[config.mk]
export PLATFORM = sky130hd
export DESIGN_NAME = sram_req_arbiter
export DESIGN_NICKNAME = d
export VERILOG_FILES = /design/src/rtl/sram_req_arbiter.sv
export SDC_FILE = /design/constraint.sdc
export NUM_CORES = 1
export LEC_CHECK = 0
export ABC_CLOCK_PERIOD_IN_PS = 1800
export BUFFER_PORTS_ARGS = -buffer_cell sky130_fd_sc_hd__buf_2
export CAP_MARGIN = 20
export CORE_AREA = 2 2 346 348
export CTS_CLUSTER_DIAMETER = 50
export CTS_CLUSTER_SIZE = 25
export DETAILED_ROUTE_END_ITERATION = 10
export DIE_AREA = 0 0 348 350
export MAX_ROUTING_LAYER = met4
export PLACE_DENSITY_LB_ADDON = 0.2
export SLEW_MARGIN = 10
export SYNTH_ARGS = -nofsm -noshare
export SYNTH_HDL_FRONTEND = slang
export SYNTH_SLANG_ARGS = --single-unit
export TNS_END_PERCENT = 30
[constraint.sdc]
create_clock -name clk -period 1.8 [get_ports clk]
set_input_delay 0.18 -clock clk [delete_from_list [all_inputs] [get_ports clk]]
set_output_delay 0.18 -clock clk [all_outputs]
set_load 0.01 [all_outputs]
[src/rtl/sram_req_arbiter.sv]
// Two-requester round-robin arbiter and sequencer for a single-port SRAM
// macro. Writes are single-beat byte-masked; reads are 1-4 beat bursts that
// wrap within the 4-word aligned block. Read data returns one cycle after
// each issued beat, flagged with valid/last on the owning port.

// Per-port response flags: one register stage tracks the SRAM read latency.
module sram_rsp_lane #(
  parameter int DATA_WIDTH = 128
) (
  input  logic                  clk,
  input  logic                  rst_b,
  input  logic                  issue,
  input  logic                  last,
  input  logic [DATA_WIDTH-1:0] sram_q,
  output logic                  rsp_vld,
  output logic                  rsp_last,
  output logic [DATA_WIDTH-1:0] rsp_data
);

  // Flags follow the issued beat by one cycle; reset drops in-flight beats.
  always_ff @(posedge clk) begin
    if (!rst_b) begin
      rsp_vld  <= 1'b0;
      rsp_last <= 1'b0;
    end else begin
      rsp_vld  <= issue;
      rsp_last <= issue & last;
    end
  end

  assign rsp_data = sram_q;

endmodule

module sram_req_arbiter #(
  parameter int ADDR_WIDTH = 15,
  parameter int DATA_WIDTH = 128
) (
  input  logic                    clk,
  input  logic                    rst_b,
  input  logic                    m0_req_vld,
  output logic                    m0_req_rdy,
  input  logic [ADDR_WIDTH-1:0]   m0_req_addr,
  input  logic                    m0_req_wr,
  input  logic [1:0]              m0_req_len,
  input  logic [DATA_WIDTH-1:0]   m0_req_wdata,
  input  logic [DATA_WIDTH/8-1:0] m0_req_wstrb,
  output logic                    m0_rsp_vld,
  output logic                    m0_rsp_last,
  output logic [DATA_WIDTH-1:0]   m0_rsp_data,
  input  logic                    m1_req_vld,
  output logic                    m1_req_rdy,
  input  logic [ADDR_WIDTH-1:0]   m1_req_addr,
  input  logic                    m1_req_wr,
  input  logic [1:0]              m1_req_len,
  input  logic [DATA_WIDTH-1:0]   m1_req_wdata,
  input  logic [DATA_WIDTH/8-1:0] m1_req_wstrb,
  output logic                    m1_rsp_vld,
  output logic                    m1_rsp_last,
  output logic [DATA_WIDTH-1:0]   m1_rsp_data,
  output logic [ADDR_WIDTH-1:0]   sram_a,
  output logic                    sram_cen,
  output logic [DATA_WIDTH/8-1:0] sram_wen,
  output logic [DATA_WIDTH-1:0]   sram_d,
  input  logic [DATA_WIDTH-1:0]   sram_q
);

  localparam int NUM_PORTS = 2;
  localparam int STRB_W    = DATA_WIDTH / 8;

  typedef enum logic {IDLE, BURST} state_t;

  state_t                                state, state_nxt;
  logic                                  prio, prio_nxt;
  logic                                  owner, owner_nxt;
  logic [ADDR_WIDTH-1:0]                 base, base_nxt;
  logic [1:0]                            beat, beat_nxt;
  logic [1:0]                            total, total_nxt;

  logic [NUM_PORTS-1:0]                  req_vld, req_wr, rdy;
  logic [NUM_PORTS-1:0][ADDR_WIDTH-1:0]  req_addr;
  logic [NUM_PORTS-1:0][1:0]             req_len;
  logic [NUM_PORTS-1:0][DATA_WIDTH-1:0]  req_wdata;
  logic [NUM_PORTS-1:0][STRB_W-1:0]      req_wstrb;
  logic [NUM_PORTS-1:0]                  rd_issue, rd_last;
  logic [NUM_PORTS-1:0]                  rsp_vld, rsp_last;
  logic [NUM_PORTS-1:0][DATA_WIDTH-1:0]  rsp_data;
  logic                                  win;

  assign req_vld   = {m1_req_vld,   m0_req_vld};
  assign req_wr    = {m1_req_wr,    m0_req_wr};
  assign req_addr  = {m1_req_addr,  m0_req_addr};
  assign req_len   = {m1_req_len,   m0_req_len};
  assign req_wdata = {m1_req_wdata, m0_req_wdata};
  assign req_wstrb = {m1_req_wstrb, m0_req_wstrb};

  // A lone requester wins outright; a tie goes to the favoured port.
  assign win = (&req_vld) ? prio : req_vld[1];

  // Arbitration, SRAM drive and burst sequencing; reset masks every issue.
  always_comb begin
    state_nxt = state;
    prio_nxt  = prio;
    owner_nxt = owner;
    base_nxt  = base;
    beat_nxt  = beat;
    total_nxt = total;
    rdy       = '0;
    rd_issue  = '0;
    rd_last   = '0;
    sram_cen  = 1'b1;
    sram_wen  = '1;
    sram_a    = '0;
    sram_d    = '0;
    if (rst_b) begin
      if (state == IDLE) begin
        if (|req_vld) begin
          rdy[win] = 1'b1;
          prio_nxt = ~win;
          if (req_wr[win]) begin
            // An all-zero strobe is accepted but touches nothing.
            if (|req_wstrb[win]) begin
              sram_cen = 1'b0;
              sram_a   = req_addr[win];
              sram_d   = req_wdata[win];
              sram_wen = ~req_wstrb[win];
            end
          end else begin
            sram_cen      = 1'b0;
            sram_a        = req_addr[win];
            rd_issue[win] = 1'b1;
            rd_last[win]  = (req_len[win] == 2'd0);
            if (req_len[win] != 2'd0) begin
              state_nxt = BURST;
              owner_nxt = win;
              base_nxt  = req_addr[win];
              beat_nxt  = 2'd1;
              total_nxt = req_len[win];
            end
          end
        end
      end else begin
        // Beat address wraps inside the 4-word aligned block.
        sram_cen        = 1'b0;
        sram_a          = {base[ADDR_WIDTH-1:2], 2'(base[1:0] + beat)};
        rd_issue[owner] = 1'b1;
        rd_last[owner]  = (beat == total);
        if (beat == total) state_nxt = IDLE;
        else               beat_nxt  = beat + 2'd1;
      end
    end
  end

  // Arbiter and burst state registers.
  always_ff @(posedge clk) begin
    if (!rst_b) begin
      state <= IDLE;
      prio  <= 1'b0;
      owner <= 1'b0;
      base  <= '0;
      beat  <= '0;
      total <= '0;
    end else begin
      state <= state_nxt;
      prio  <= prio_nxt;
      owner <= owner_nxt;
      base  <= base_nxt;
      beat  <= beat_nxt;
      total <= total_nxt;
    end
  end

  for (genvar p = 0; p < NUM_PORTS; p++) begin : g_lane
    sram_rsp_lane #(.DATA_WIDTH(DATA_WIDTH)) u_lane (
      .clk      (clk),
      .rst_b    (rst_b),
      .issue    (rd_issue[p]),
      .last     (rd_last[p]),
      .sram_q   (sram_q),
      .rsp_vld  (rsp_vld[p]),
      .rsp_last (rsp_last[p]),
      .rsp_data (rsp_data[p])
    );
  end

  assign m0_req_rdy  = rdy[0];
  assign m1_req_rdy  = rdy[1];
  assign m0_rsp_vld  = rsp_vld[0];
  assign m1_rsp_vld  = rsp_vld[1];
  assign m0_rsp_last = rsp_last[0];
  assign m1_rsp_last = rsp_last[1];
  assign m0_rsp_data = rsp_data[0];
  assign m1_rsp_data = rsp_data[1];

endmodule

==> impl_metrics.ini, run 1 <==
[timing]
fin_crit_ns = 2.252
slew_headroom_pct = 77.52
drv_slew = 0
finalSetupViolCount = 172
final.period_utilization_pct = 125.1
rsz0062_at_grt = true
timing.final.ws_setup_ns = -0.4521
worstMarginPinSlew_ns = 0.3372
fmax_mhz = 444.0
fin_tns_setup_ns = -55.10
hold_violations = 0
finalClockSkew_ns = 0.006411

[run]
max_cap_violations = 0

[setup_path]
crit_type = flop to primary output
critPathMaxFanout = 17
startpoint_type = flop
arrival_ns = 2.07
crit_end = sram_d[9]
r2r-end = base[7]
reg2reg_depth = 6
reg2reg_from = prio
cp-end-kind = primary output
regToRegSetupSlack_ns = -0.02
cp_data_required_time_ns = 1.62
crit_start = prio

[synthesis]
yosysMostFrequentCell = nand3_1
synth_edf_count = 0
async_reset_ff_share_pct = 0
synth_top_area_share_pct = 28.64
synth_top_area_cell = buf_4
seq_area_frac_synth_pct = 7.757
synth_cells = 1015
synth_area_sq_um = 6710
syn_area_per_cell_sq_um = 6.611
ys_top_cells_by_area = buf_4 (29%), nand3_1 (20%), a21boi_0 (15%)
synth_commonest_cells = nand3_1 (262), buf_4 (256), a21boi_0 (130)
synth.distinct_cells = 44
ys_seq_elements = 26
synth_warnings = 0
ys.flop_type = dfxtp_1
synth_nets = 1472

[placed_design]
place_hpwl_um = 51850
place.gp.congestion = 0.8115
post_dp_cell_area_sq_um = 10620
portBuffers = 493

[power_and_ir_drop]
power.total_mw = 4.511
p_leak_nw = 5.531
irDropWorstVdd_mv = 0.4985
power_density_nw_per_um2 = 347.3

[detailed_routing]
routed_wl_um = 64410
ant_nets = 0
wl_per_cell_um = 21.92
drt_iter0_markers = 484
vias = 9063
dr.pass1.iters = 7
drc = 0
viasPerCell = 3.085

[die]
fp-row-count = 126
die_w_um = 348
die_area_sq_um = 121800
die_h_um = 350
ios = 878
start_util_pct = 5.698
core_sq_um = 117800

[global_routing]
grt_first_pass_wirelength_um = 80140
grt_pass1_vias = 9286
grt_usage_pct = 9.865
antenna_found_initial = 25
grt_max_degree = 45
grt_overflow = 0

[cts]
clk_latency_ns = 0.28
cts_tree = yes
cts_sinks = 26
cts_max_level = 1
clkSlewWorstSetupHoldPaths_ns = 0.08
numCtsBuffers = 3
clockBufferDepth = 2
cts_root_buf = clkbuf_16

[layout]
final_util_pct = 11.03
fin_nets = 1839
areaGrowthSynthToFinish_pct = 93.59
final_area_sq_um = 12990
drive_gt1_share_pct = 65.97

[worst_hold_path]
min_path_type = input port to flop
hold_path_depth = 3

[status]
violations = negative setup slack
status = finished, violations left
==> cell families (layout without fill, tap and decap cells) <==
kind of cell | after synthesis | in the layout | synth area share, %
and+or+nand+nor | 347 | 347 | 25.92
muxes | 33 | 33 | 5.221
buffers and inverters | 372 | 738 | 35.95
xor gates and xnor gates | 4 | 4 | 0.5222
other | 0 | 21 | 0
AOI/OAI and AO/OA | 232 | 232 | 24.45
DFF | 26 | 26 | 7.757
adders and majority gates | 1 | 1 | 0.1864
==> layout by cell type, fill, tap and decap left out, drive strengths merged, types with 2 or more instances in the layout <==
| master | count |
|---|---|
| nor3 | 3 |
| xor2 | 2 |
| dfxtp | 26 |
| buf | 705 |
| nor2b | 2 |
| nor4 | 9 |
| o221ai | 13 |
| nand3 | 262 |
| and3 | 18 |
| clkbuf | 11 |
| o21bai | 2 |
| o211ai | 2 |
| o2bb2ai | 2 |
| a21boi | 130 |
| mux2 | 16 |
| a32oi | 15 |
| inv | 20 |
| diode | 21 |
| xnor2 | 2 |
| o21ai | 24 |
| nand2 | 40 |
| mux2i | 17 |
| nand4 | 2 |
| a22oi | 2 |
| a211oi | 2 |
| a21oi | 35 |
| nor2 | 5 |
==> critical path, stage by stage, from the launching register on <==
cell      delay, ns
dfxtp_2        0.34
and2b_2        0.25
nor2_4         0.12
buf_12         0.19
buf_12         0.16
buf_4          0.13
nand3_4        0.08
a21boi_4       0.17
buf_6          0.13
buf_12         0.12
==> state kept, by name (all words and copies together), names as in the netlist <==
| register | cells |
|---|---|
| g_lane.u_lane.rsp_last | 2 |
| base | 15 |
| beat | 2 |
| state | 1 |
| g_lane.u_lane.rsp_vld | 2 |
| owner | 1 |
| prio | 1 |
| total | 2 |
==> per-layer routing <==
| layer | track usage [%] | vias to the layer above | part of all wire (%) |
|---|---|---|---|
| met5 | - | - | 0 |
| met4 | 2.103 | 0 | 2.0 |
| met3 | 5.709 | 72 | 14 |
| met2 | 15.13 | 635 | 45 |
| met1 | 11.04 | 4242 | 39 |
| li1 | - | 4114 | - |
==> worst min-delay path by stage <==
| stage | start | endpoint | slack, ns |
|---|---|---|---|
| 6_report | m0_req_vld | prio | 0.29 |
| 3_3_place_gp | sram_q[21] | m0_rsp_data[21] | 0.36 |
| 4_1_cts | m0_req_vld | prio | 0.28 |
| 3_5_place_dp | sram_q[21] | m0_rsp_data[21] | 0.36 |
| 2_1_floorplan | rst_b | state | 0.38 |
| 5_1_grt | m0_req_vld | prio | 0.32 |
==> area by class of cell <==
class | count | area (sq um)
multi-input cells | 617 | 4891
flip-flops and latches | 26 | 521.8
fillers | 13790 | 104800
well taps | 1536 | 1922
repair buffers | 714 | 5423
clock buffers | 3 | 75.07
inverters | 20 | 75.07
diodes | 21 | 52.55
clock inverters | 1 | 30.03
==> power breakdown <==
group | switching (mW) | internal (mW)
clock | 0.271 | 0.446
sequential | 0.0299 | 0.620
combinational | 1.59 | 1.56
total | 1.89 | 2.62
==> through the flow <==
stage,hold WS [ns],cells,setup slack [ns]
6_report,0.2912,2938,-0.4521
5_1_grt,0.3231,2938,-0.5473
4_1_cts,0.2788,2907,-0.5032
3_5_place_dp,0.3601,2880,-0.5707
3_3_place_gp,0.3601,2880,-0.5635
2_1_floorplan,0.3819,1015,-0.05797
==> repair_timing <==
item,in CTS,in global routing
pin swaps,7,51
setup endpoints to repair,174,180
endpoints found under the hold margin,0,0
resized for setup,255,233
cloned,8,9
hold buffers,0,0
setup buffers,19,15
(Power assumes the default switching activity.)
==> inputs of run 2 (changes only) <==
--- a/config.mk
+++ b/config.mk
@@ -5,14 +5,15 @@
 export SDC_FILE = /design/constraint.sdc
 export NUM_CORES = 1
 export LEC_CHECK = 0
+export ABC_AREA = 1
 export ABC_CLOCK_PERIOD_IN_PS = 1800
 export BUFFER_PORTS_ARGS = -buffer_cell sky130_fd_sc_hd__buf_2
 export CAP_MARGIN = 20
-export CORE_AREA = 2 2 346 348
+export CORE_AREA = 2 2 339 341
 export CTS_CLUSTER_DIAMETER = 50
 export CTS_CLUSTER_SIZE = 25
 export DETAILED_ROUTE_END_ITERATION = 10
-export DIE_AREA = 0 0 348 350
+export DIE_AREA = 0 0 341 343
 export MAX_ROUTING_LAYER = met4
 export PLACE_DENSITY_LB_ADDON = 0.2
 export SLEW_MARGIN = 10
==> run 2 against run 1 <==
Combinational power fell by 8.3%. Clock power barely moved. Sequential power rose by 3.4%. Via count down 16%. Wire length shrank 7.1%. The run still ends with negative setup slack left.
==> impl_metrics.ini, run 2 <==
[status]
status = finished, violations left
violations = negative setup slack

[detailed_routing]
viasPerCell = 2.690
wl_per_cell_um = 21.08
ant_nets = 0
vias = 7633
drc = 0
dr.pass1.iters = 4
routed_wl_um = 59820
drt_iter0_markers = 209

[placed_design]
pre_cts_slack_ns = -0.9200
portBuffers = 493
place.gp.congestion = 0.8353
post_dp_cell_area_sq_um = 9345
place_hpwl_um = 52630
dp_cells = 2807

[layout]
final_cell_mix = buf_2 (438), nand2_1 (386), buf_4 (105)
multi_input_area_sq_um = 3602
fin_nets = 1777
fillers = 13510
final_common_cell = buf_2
register_area_sq_um = 521.8
instances_no_fill = 2838
largest_register_ffs = 15
drive_gt1_share_pct = 59.97
final_util_pct = 9.273
final_area_sq_um = 10520
areaGrowthSynthToFinish_pct = 74.81
regMostFlops = base

[setup_path]
worstPathCellList = inv_4 > nand2_8 > clkbuf_16 > nand3_2 > nand2_2 > nor2_1 > nand2_1 > nor2_2 > nand2_2 > nand2_4 > buf_12 > buf_12 > a21oi_1 > buf_4 > buf_6
reg2reg_depth = 13
cp-end-kind = primary output
cpPeakStageDelay_ns = 0.34
critical_path.slowest_cell = dfxtp_2
crit_type = flop to primary output
arrival_ns = 2.35
startpoint_type = flop
cp_data_required_time_ns = 1.62
critPathMaxFanout = 10

[worst_hold_path]
min_path_type = input port to flop
hold_path_depth = 3

[die]
die_area_sq_um = 117000
core_sq_um = 113400
fp-row-count = 124
ios = 878
die_h_um = 343
die_w_um = 341
start_util_pct = 5.304

[power_and_ir_drop]
power.total_mw = 4.262
power_density_nw_per_um2 = 405.3
p_leak_nw = 4.687
irDropWorstVdd_mv = 0.3470

[timing]
fin_tns_setup_ns = -101.38
timing.final.ws_setup_ns = -0.7296
rsz0062_at_grt = true
slew_headroom_pct = 71.04
finalSetupViolCount = 181
worst_hold_slack_ns = 0.1773
final.period_utilization_pct = 140.5
worstMarginPinSlew_ns = 0.4344
finalClockSkew_ns = 0.003927
fin_crit_ns = 2.530
drv_slew = 0
fmax_mhz = 395.3
hold_violations = 0

[cts]
cts_max_level = 1
cts_sinks = 26
clk_latency_ns = 0.28
cts_tree = yes
clkSlewWorstSetupHoldPaths_ns = 0.08
holdBufCountCts = 0
clockBufferDepth = 2
numCtsBuffers = 3
cts_root_buf = clkbuf_16

[synthesis]
yosysMostFrequentCell = nand2_1
ys_seq_elements = 26
async_reset_ff_share_pct = 0
syn_area_per_cell_sq_um = 5.998
synth_edf_count = 0
ys_top_cells_by_area = buf_4 (33%), nand2_1 (25%), a21oi_2 (15%)
ys.flop_type = dfxtp_1
synth_top_area_cell = buf_4
synth_area_sq_um = 6016
synth_commonest_cells = nand2_1 (398), buf_4 (261), a21oi_2 (100)
synth_warnings = 0
synth_nets = 1460
synth_top_area_share_pct = 32.57
seq_area_frac_synth_pct = 8.652
synth_cells = 1003
synth.distinct_cells = 30

[run]
max_cap_violations = 0

[global_routing]
grt_first_pass_wirelength_um = 75840
grt_overflow = 0
antenna_found_initial = 11
grt_max_degree = 39
grt_usage_pct = 9.925
grt_pass1_vias = 8082
run 2: cell types whose count changed in the layout (fill, tap and decap cells not counted), moves of 31 or more:
cell / previous run / this run
a21oi_2: 13 / 88
a21boi_1: 31 / 0
nand3_1: 231 / 11
a21boi_2: 53 / 0
nand2_1: 29 / 386
buf_4: 141 / 105
run 2: kinds of logic after synthesis:
group                    after synthesis  synth area share [%]
AO/OA/AOI/OAI                        192                 22.88
XOR/XNOR                               2                0.2912
adder cells (fa/ha/maj)                1                0.2080
buffers and inverters                333                 38.69
flip-flops                            26                 8.652
AND/OR/NAND/NOR                      449                 29.28
run 2: path summary, 6_finish.rpt:
| path | start | slack (ns) | end |
|---|---|---|---|
| setup / recovery | prio | -0.73 | sram_d[117] |
| hold / removal | m1_req_addr[8] | 0.18 | base[8] |
| setup reg to reg | prio | -0.22 | beat[1] |
| hold reg to reg | total[1] | 0.49 | total[1] |
run 2: report_power, final:
part	switching, mW	internal (mW)
Clock	0.269	0.445
Sequential	0.0347	0.637
Combinational	1.63	1.24
Total	1.94	2.32
run 2: cell type report:
class	instances	area share, %
Antenna cell	7	0.1666
Clock buffer	3	0.7139
Clock inverter	1	0.2855
Inverter	18	0.7139
Multi-Input combinational cell	646	34.25
Sequential cell	26	4.961
Tap cell	1512	17.99
Timing Repair Buffer	625	40.92
run 2: critical path: cells and delay by family (launching register included):
family          cells  cell delay, ns
flops               1            0.34
buf+inv             6            0.87
compound gates      1            0.05
simple gates        8            0.76
run 2: what timing repair did:
action	CTS	global route
buffers inserted	5	8
pin swaps	5	24
gates cloned	4	4
gates resized for setup	105	90
setup endpoints to repair	185	186
run 2: per-layer routing:
layer,GRT usage [%],wire length (um)
met1,9.985,21690
met2,15.80,27100
met3,7.137,9802
met4,1.652,1226
met5,-,0
